File: src/rtl/ifetch_line_controller_if.sv
// Fetch-side and memory-side signals of the instruction line controller.
// The master side is the CPU fetch stage plus the instruction memory; the slave side is the controller.
interface ifetch_line_controller_if #(
   parameter int ADDR_W = 16
);
   logic              cpu_req;
   logic [ADDR_W-1:0] cpu_addr;
   logic              flush;
   logic              cpu_valid;
   logic [15:0]       cpu_instr;
   logic              cpu_busy;
   logic [ADDR_W-1:0] mem_addr;
   logic [63:0]       mem_line;
   logic [15:0]       miss_cnt;

   modport master (
      output cpu_req, cpu_addr, flush, mem_line,
      input  cpu_valid, cpu_instr, cpu_busy, mem_addr, miss_cnt
   );

   modport slave (
      input  cpu_req, cpu_addr, flush, mem_line,
      output cpu_valid, cpu_instr, cpu_busy, mem_addr, miss_cnt
   );
endinterface

File: src/rtl/ifetch_line_controller.sv
// One-line instruction buffer: hits answer in one cycle, misses hold the
// memory address for MEM_LATENCY cycles and then capture the 64-bit line.
module ifetch_line_controller #(
   parameter int MEM_LATENCY = 5,
   parameter int ADDR_W      = 16
) (
   input  logic                     clk,
   input  logic                     reset,
   ifetch_line_controller_if.slave  bus
);
   localparam logic [3:0] LAT = 4'(MEM_LATENCY);

   typedef enum logic {IDLE, FETCH} state_t;

   state_t            state, state_nxt;
   logic [63:0]       line_buf;
   logic [ADDR_W-4:0] tag;
   logic              line_valid;
   logic [3:0]        cnt;
   logic [1:0]        off;
   logic              cpu_valid;
   logic [15:0]       cpu_instr;
   logic [15:0]       miss_cnt;
   logic              hit, accept_hit, accept_miss, capture;

   // Big-endian halfword o of the line: {byte[2o], byte[2o+1]}.
   function automatic logic [15:0] sel(input logic [63:0] line, input logic [1:0] o);
      case (o)
         2'd0:    sel = line[63:48];
         2'd1:    sel = line[47:32];
         2'd2:    sel = line[31:16];
         default: sel = line[15:0];
      endcase
   endfunction

   assign hit = line_valid && (bus.cpu_addr[ADDR_W-1:3] == tag);

   always_comb begin
      state_nxt   = state;
      accept_hit  = 1'b0;
      accept_miss = 1'b0;
      capture     = 1'b0;
      if (bus.flush) begin
         state_nxt = IDLE;
      end else begin
         case (state)
            IDLE: if (bus.cpu_req) begin
               if (hit) begin
                  accept_hit = 1'b1;
               end else begin
                  accept_miss = 1'b1;
                  state_nxt   = FETCH;
               end
            end
            FETCH: if (cnt == LAT) begin
               capture   = 1'b1;
               state_nxt = IDLE;
            end
            default: state_nxt = IDLE;
         endcase
      end
   end

   always_ff @(posedge clk) begin
      if (reset) state <= IDLE;
      else       state <= state_nxt;
   end

   always_ff @(posedge clk) begin
      if (reset) begin
         line_buf   <= '0;
         tag        <= '0;
         line_valid <= 1'b0;
         cnt        <= '0;
         off        <= '0;
         cpu_valid  <= 1'b0;
         cpu_instr  <= '0;
         miss_cnt   <= '0;
      end else begin
         cpu_valid <= accept_hit | capture;
         if (bus.flush) begin
            // tag (hence mem_addr) and miss_cnt survive a flush on purpose
            line_valid <= 1'b0;
            cnt        <= '0;
         end else if (accept_hit) begin
            cpu_instr <= sel(line_buf, bus.cpu_addr[2:1]);
         end else if (accept_miss) begin
            tag        <= bus.cpu_addr[ADDR_W-1:3];
            off        <= bus.cpu_addr[2:1];
            cnt        <= 4'd1;
            line_valid <= 1'b0;
            if (miss_cnt != 16'hFFFF) miss_cnt <= miss_cnt + 16'd1;
         end else if (capture) begin
            line_buf   <= bus.mem_line;
            line_valid <= 1'b1;
            cpu_instr  <= sel(bus.mem_line, off);
            cnt        <= '0;
         end else if (state == FETCH) begin
            cnt <= cnt + 4'd1;
         end
      end
   end

   assign bus.cpu_valid = cpu_valid;
   assign bus.cpu_instr = cpu_instr;
   assign bus.cpu_busy  = (state == FETCH);
   assign bus.mem_addr  = {tag, 3'b000};
   assign bus.miss_cnt  = miss_cnt;
endmodule

File: src/flat_wrapper.sv
// flat-port wrapper written by rule: the top's interface ports become plain ports
module ifetch_line_controller_flat 
#(
   parameter int MEM_LATENCY = 5,
   parameter int ADDR_W      = 16
)
  (clk, reset, bus_cpu_req, bus_cpu_addr, bus_flush, bus_mem_line, bus_cpu_valid, bus_cpu_instr, bus_cpu_busy, bus_mem_addr, bus_miss_cnt);
  ifetch_line_controller_if #(.ADDR_W(ADDR_W)) bus_i ();
  input  logic clk;
  input  logic reset;
  input wire logic [$bits(bus_i.cpu_req)-1:0] bus_cpu_req;
  input wire logic [$bits(bus_i.cpu_addr)-1:0] bus_cpu_addr;
  input wire logic [$bits(bus_i.flush)-1:0] bus_flush;
  input wire logic [$bits(bus_i.mem_line)-1:0] bus_mem_line;
  output wire logic [$bits(bus_i.cpu_valid)-1:0] bus_cpu_valid;
  output wire logic [$bits(bus_i.cpu_instr)-1:0] bus_cpu_instr;
  output wire logic [$bits(bus_i.cpu_busy)-1:0] bus_cpu_busy;
  output wire logic [$bits(bus_i.mem_addr)-1:0] bus_mem_addr;
  output wire logic [$bits(bus_i.miss_cnt)-1:0] bus_miss_cnt;
  assign bus_i.cpu_req = bus_cpu_req;
  assign bus_i.cpu_addr = bus_cpu_addr;
  assign bus_i.flush = bus_flush;
  assign bus_i.mem_line = bus_mem_line;
  assign bus_cpu_valid = bus_i.cpu_valid;
  assign bus_cpu_instr = bus_i.cpu_instr;
  assign bus_cpu_busy = bus_i.cpu_busy;
  assign bus_mem_addr = bus_i.mem_addr;
  assign bus_miss_cnt = bus_i.miss_cnt;
  ifetch_line_controller #(.MEM_LATENCY(MEM_LATENCY), .ADDR_W(ADDR_W)) u_core (.clk(clk), .reset(reset), .bus(bus_i));
endmodule
File: config.mk
export PLATFORM = sky130hd
export DESIGN_NAME = ifetch_line_controller_flat
export DESIGN_NICKNAME = d
export VERILOG_FILES = /design/src/rtl/ifetch_line_controller_if.sv /design/src/rtl/ifetch_line_controller.sv /design/src/flat_wrapper.sv
export SDC_FILE = /design/constraint.sdc
export NUM_CORES = 1
export LEC_CHECK = 0
export CORE_MARGIN = 4
export CORE_UTILIZATION = 50
export DETAILED_ROUTE_END_ITERATION = 8
export HOLD_SLACK_MARGIN = 0.02
export PLACE_DENSITY = 0.89
export SETUP_SLACK_MARGIN = 0.02
export SYNTH_ARGS = -nofsm -noshare
export SYNTH_HDL_FRONTEND = slang
export SYNTH_SLANG_ARGS = --single-unit
File: constraint.sdc
create_clock -name clk -period 2.6 [get_ports clk]
set_input_delay 0.52 -clock clk [delete_from_list [all_inputs] [get_ports clk]]
set_output_delay 0.52 -clock clk [all_outputs]
set_load 0.01 [all_outputs]
==> impl_metrics.csv, run 1 <==
group,metric,value,unit
setup_path,critical_path.top_delay_family,"buffers and inverters",
grt,grt_max_degree,92,
grt,grt_pass1_vias,4969,
finish,diodes,0,
synthesis,yosys_warnings,0,
power_and_ir_drop,p_sw,1020,µW
floorplanning,rows,38,
synthesis,ys_ff_latch,118,
min_path,hold_path_end,"u_core.line_buf[58]",
drt,wl_per_cell,16.0,µm
drt,dr.pass1.iters,4,
setup_path,worstPathCellList,"clkdlybuf4s50_1",
setup_path,r2r-start,"u_core.bus.cpu_busy",
run_status,outcome,"finished clean",
drt,vias,4927,
grt,antenna_found_initial,0,
setup_path,endpoint_kind,"primary output",
power_and_ir_drop,cellLeakagePower,0.00258,µW
setup_path,r2r.worst_path.cells,6,
timing,clock_skew,0.0107,ns
timing,finalSetupViolations,0,
synthesis,async_reset_ff_frac,0,
grt,grt_overflow,0,
setup_path,r2r-end,"u_core.bus.cpu_instr[8]",
cts,cts.htree.levels,4,
setup_path,cp.required,2.08,ns
cts,clkTransAtPathRegs,0.06,ns
floorplanning,die_width,115,µm
setup_path,cp_slowest_cell,"clkdlybuf4s50_1",
floorplanning,die_area,0.0133,mm²
floorplanning,design.core.area,0.0110,mm²
placement,place.gp.congestion,0.807,
timing,rsz0062_at_grt,"false",
min_path,whs_path_depth,2,
power_and_ir_drop,swShare,0.222,
timing,hold_viol,0,
setup_path,arrival,1.60,ns
placement,place_area,0.00717,mm²
synthesis,synth_top_area_share,0.411,
drt,viasPerCell,5.59,
cts,cts_buffer_depth,2,
setup_path,critPathMaxFanout,11,
synthesis,seq_area_frac_synth,0.411,
timing,setup_tns,0,ns
floorplanning,die_h,115,µm
synthesis,ys_dominant_reg_cell,"dfxtp_1",
finish,mostFrequentLayoutCells,"nand2_1, clkdlybuf4s50_1, dfxtp_1",
timing,max_freq,472,MHz
setup_path,critPathLaunchType,"flop",
min_path,hold_class,"flop to flop",
synthesis,synth_area_leaders,"dfxtp_1, mux4_2, nand2_1",
setup_path,critPathMaxStageDelay,0.62,ns
cts,cts_sinks,118,
finish,final_common_cell,"nand2_1",
timing,maxSlewHeadroom,0.467,
placement,io_buffers,129,
synthesis,synthCells,615,
grt,grt_pass1_wl,23.2,mm
floorplanning,io-pin-count,134,
cts,clock-root-buffer,"clkbuf_16",
power_and_ir_drop,power.share.combinational,0.083,
synthesis,syn_area,0.00575,mm²
floorplanning,initial_core_util,0.521,
setup_path,path_class,"flop to primary output",
drt,drt_iter0_drc,279,
setup_path,path_buf_inv,1,
cts,clk_latency,0.40,ns
finish,final_area,0.00777,mm²
timing,fin_crit,2.12,ns
grt,grt_use_total,0.215,
power_and_ir_drop,p_int,3570,µW
cts,cts_buffers,17,
synthesis,yosys.area.top_type,"dfxtp_1",
setup_path,ff2ff_setup_slack,0.57,ns
cts,cts_tree,"built",
run,cap_violations,0,
power_and_ir_drop,clkPwrFrac,0.514,
power_and_ir_drop,p_per_area,590,mW/mm²
timing,worst_slew_pin_slew,0.800,ns
drt,finalWirelength,14.1,mm
synthesis,synth.distinct_cells,40,
cts,hold_buffers,0,
power_and_ir_drop,seqPwrFrac,0.403,
finish,area_growth,35.1,%
synthesis,postSynthAreaPerCell,9.35,µm²
finish,drive_gt1_frac,0.147,
min_path,min_from,"u_core.line_buf[58]",
timing,maxSlewViolCount,0,
synthesis,synth_edf_count,0,
cts,cts.repair.resized,0,
placement,dp_hpwl,9.75,mm
timing,final.period_utilization,0.814,
finish,layout.nets,816,
cts,cts_setup_buffers,0,
power_and_ir_drop,peakVddDrop,0.000523,V
drt,ant_nets,0,
drt,drc,0,
-- state kept, by name, summed over array words and instances, names as in the netlist --
signal and count:
u_core.bus.cpu_busy 1, u_core.bus.cpu_instr 16, u_core.bus.cpu_valid 1, u_core.bus.miss_cnt 16, u_core.cnt 4, u_core.line_buf 64, u_core.line_valid 1, u_core.off 2
u_core.tag 13
-- layout make-up --
cell class | instances | area [µm²]
Sequential cell | 118 | 2360
Timing Repair Buffer | 143 | 1470
Clock buffer | 17 | 425
Clock inverter | 14 | 176
Tap cell | 140 | 175
Multi-Input combinational cell | 447 | 3150
Fill cell | 827 | 3260
Inverter | 2 | 7.51
-- cell usage after synthesis, types with 3 or more instances --
cell      number
nand4_1       11
buf_1          8
clkbuf_1      24
dfxtp_1      118
ha_1           3
mux4_2        32
mux2i_1       32
or3_1          4
xnor2_1       13
a21oi_1       79
nor4_1         4
nand2_1      136
nand2b_1      30
nand3_1        8
mux2_2        19
buf_2          7
o31ai_1        8
buf_6          3
o21ai_0        7
nor2_1        25
nor2b_1        3
buf_4          8
or4_1          8
-- worst max path at each step --
stage                              startpoint  slack, ns  depth (start not counted)                  endpoint
after global placement       bus_cpu_addr[10]       0.11                          7             u_core.cnt[0]
final                     u_core.bus.cpu_busy       0.48                          1              bus_cpu_busy
after CTS                 u_core.bus.cpu_busy       0.46                          1              bus_cpu_busy
after global routing         bus_cpu_addr[12]       0.34                          7             u_core.cnt[2]
after detailed placement     bus_cpu_addr[10]       0.07                          7             u_core.cnt[0]
after floorplan               bus_cpu_addr[2]       0.63                          5  u_core.bus.cpu_instr[10]
-- metal layers --
metal  global-route usage  routed length (µm)  vias up
met1                0.256                5650     2375
li1                     -                   -     2394
met5                    0                   0        -
met2                0.388                7700      144
met4               0.0782                 201        0
met3               0.0389                 570       14
-- metrics by stage --
step | hold slack (ns) | cells | utilization | power [µW] | setup WS, ns
6_report | 0.452 | 881 | 0.704 | 4590 | 0.483
5_1_grt | 0.470 | 881 | 0.704 | 4730 | 0.343
4_1_cts | 0.454 | 881 | 0.704 | 4620 | 0.460
3_5_place_dp | 0.446 | 850 | 0.650 | 2260 | 0.0723
3_3_place_gp | 0.439 | 850 | 0.650 | 2250 | 0.113
2_1_floorplan | 0.433 | 617 | - | 2060 | 0.630
-- kinds of logic after synthesis --
logic type | after synthesis | share of synthesized area
simple gates | 247 | 0.208
flops | 118 | 0.411
compound gates | 96 | 0.0881
mux | 83 | 0.218
buf+inv | 52 | 0.0446
xor+xnor | 15 | 0.0229
fa+ha+maj | 3 | 0.00653
other cells | 1 | 0.000652
-- power by group through the flow --
| stage | Sequential (µW) | Clock [µW] | Combinational, µW |
|---|---|---|---|
| 2_1_floorplan | 1880 | 0 | 178 |
| 3_3_place_gp | 1880 | 0 | 370 |
| 3_5_place_dp | 1880 | 0 | 379 |
| 4_1_cts | 1850 | 2400 | 383 |
| 5_1_grt | 1850 | 2470 | 407 |
| 6_report | 1850 | 2360 | 382 |
Note: power is estimated with default switching activity, not from simulation.
==> inputs of run 2 (changes only) <==
==> constraint.sdc (replaced) <==
create_clock -name clk -period 2 [get_ports clk]
set_input_delay 0.4 -clock clk [delete_from_list [all_inputs] [get_ports clk]]
set_output_delay 0.4 -clock clk [all_outputs]
set_load 0.01 [all_outputs]
==> impl_metrics.csv, run 2 (synthesized netlist as in run 1, its figures left out) <==
group,metric,value,unit
finish,layout.nets,847,
setup_path,critPathMaxFanout,15,
floorplanning,rows,38,
power_and_ir_drop,power.share.combinational,0.093,
finish,largest_register,"u_core.line_buf",
finish,area_growth,41.2,%
min_path,min_from,"bus_cpu_addr[11]",
drt,dr.pass1.iters,6,
finish,mostFrequentLayoutCells,"nand2_1, clkdlybuf4s50_1, dfxtp_1",
setup_path,critPathLaunchType,"input port",
placement,place.gp.congestion,0.797,
setup_path,cp.required,2.33,ns
grt,grt_use_total,0.226,
drt,drt_iter0_drc,365,
cts,clock-root-buffer,"clkbuf_16",
finish,largest_reg_flops,64,
cts,cts_buffer_depth,2,
grt,grt_pass1_vias,5091,
grt,grt_pass1_wl,24.1,mm
floorplanning,design.core.area,0.0110,mm²
power_and_ir_drop,peakVddDrop,0.000490,V
setup_path,endpoint_kind,"flop",
finish,fin_util,0.736,
finish,seq_area,0.00236,mm²
setup_path,r2r-end,"u_core.bus.cpu_instr[6]",
min_path,hold_path_end,"u_core.tag[8]",
timing,rsz0062_at_grt,"true",
cts,cts.htree.levels,4,
cts,cts_sinks,118,
floorplanning,die_area,0.0133,mm²
timing,finalSetupViolations,0,
drt,drc,0,
timing,hold_viol,0,
run_status,outcome,"finished clean",
setup_path,r2r.worst_path.cells,7,
min_path,whs_path_depth,3,
drt,ant_nets,0,
grt,grt_max_degree,75,
min_path,hold_class,"input port to flop",
setup_path,path_class,"input port to flop",
timing,fin_crit,1.95,ns
drt,viasPerCell,5.61,
power_and_ir_drop,cellLeakagePower,0.00283,µW
floorplanning,initial_core_util,0.521,
floorplanning,die_h,115,µm
placement,dp_hpwl,10.3,mm
grt,grt_overflow,0,
power_and_ir_drop,p_per_area,715,mW/mm²
power_and_ir_drop,clkPwrFrac,0.495,
finish,final_common_cell,"nand2_1",
cts,clkTransAtPathRegs,0.05,ns
power_and_ir_drop,seqPwrFrac,0.412,
setup_path,r2r-start,"u_core.tag[11]",
placement,place_area,0.00740,mm²
setup_path,ff2ff_setup_slack,0.14,ns
drt,vias,5122,
power_and_ir_drop,p_int,4440,µW
drt,wl_per_cell,16.8,µm
power_and_ir_drop,p_sw,1370,µW
timing,maxSlewViolCount,0,
timing,final.period_utilization,0.973,
cts,cts_buffers,17,
timing,clock_skew,0.00685,ns
power_and_ir_drop,swShare,0.235,
floorplanning,io-pin-count,134,
setup_path,arrival,2.28,ns
finish,diodes,0,
drt,finalWirelength,15.4,mm
power_and_ir_drop,fin_total_pwr,5810,µW
cts,clk_latency,0.40,ns
cts,cts_tree,"built",
finish,top_regs,"u_core.line_buf (64), u_core.bus.cpu_instr (16), u_core.bus.miss_cnt (16)",
finish,drive_gt1_frac,0.186,
finish,n_fill_cell,725,
floorplanning,die_width,115,µm
finish,multi_input_area,0.00318,mm²
run,cap_violations,0,
placement,io_buffers,129,
grt,antenna_found_initial,0,
setup_path,crit_start,"bus_cpu_addr[15]",
finish,final_area,0.00812,mm²
timing,max_freq,514,MHz
cts,hold_buffers,0,
==> run 2: cell count changes in the layout (fill, tap and decap cells not counted), sizes merged <==
cell and change:
dlymetal6s2s +6, clkdlybuf4s50 -6, buf +28, inv -1, clkinv +2, bufinv -2, clkinvlp +1, clkbuf +4
==> run 2: metal layers <==
layer,track usage,routed length [µm],vias up
li1,-,-,2455
met1,0.260,6120,2475
met2,0.419,8270,162
met3,0.0411,641,30
met4,0.0790,330,0
met5,0,0,-
==> run 2: power groups by stage <==
stage          clock network, µW  registers [µW]  logic (µW)
2_1_floorplan                  0            2440         231
3_3_place_gp                   0            2440         525
3_5_place_dp                   0            2440         535
4_1_cts                     2900            2390         537
5_1_grt                     3030            2390         576
6_report                    2880            2390         541
==> run 2: worst max path at each step <==
stage                                     endpoint  slack [ns]  cells after the start
after floorplan           u_core.bus.cpu_instr[10]        0.15                      5
after global placement    u_core.bus.cpu_instr[11]       -0.31                      7
after detailed placement   u_core.bus.cpu_instr[1]       -0.38                      7
after CTS                            u_core.cnt[1]        0.04                      8
after global routing       u_core.bus.miss_cnt[14]       -0.01                      8
final                       u_core.bus.miss_cnt[9]        0.05                      8
==> run 2: through the flow <==
| stage | cells | TNS [ns] | hold slack, ns | setup WS [ns] |
|---|---|---|---|---|
| floorplan | 617 | 0 | 0.433 | 0.150 |
| global placement | 874 | -12.84 | 0.439 | -0.306 |
| detailed placement | 874 | -15.81 | 0.446 | -0.383 |
| CTS | 906 | 0 | 0.356 | 0.0445 |
| global route | 913 | -0.0128 | 0.336 | -0.0109 |
| finish | 913 | 0 | 0.321 | 0.0540 |
==> run 2: area by class of cell <==
cell class / count / share of cell area
Clock buffer: 18 / 0.0541
Clock inverter: 14 / 0.0159
Inverter: 2 / 0.000924
Multi-Input combinational cell: 447 / 0.392
Sequential cell: 118 / 0.291
Tap cell: 140 / 0.0216
Timing Repair Buffer: 174 / 0.224
==> run 2: worst max-delay path, cell delays in order <==
cell	delay (ns)
clkdlybuf4s50_1	0.45
xnor2_1	0.14
nand4_1	0.22
nor4_4	0.10
buf_4	0.16
clkbuf_16	0.16
or4_1	0.49
a21oi_1	0.15
==> run 2: repair_timing <==
action	4_1_cts	5_1_grt
resized for setup	0	13
setup endpoints to repair	0	18
setup buffers	0	4
endpoints found under the hold margin	0	0
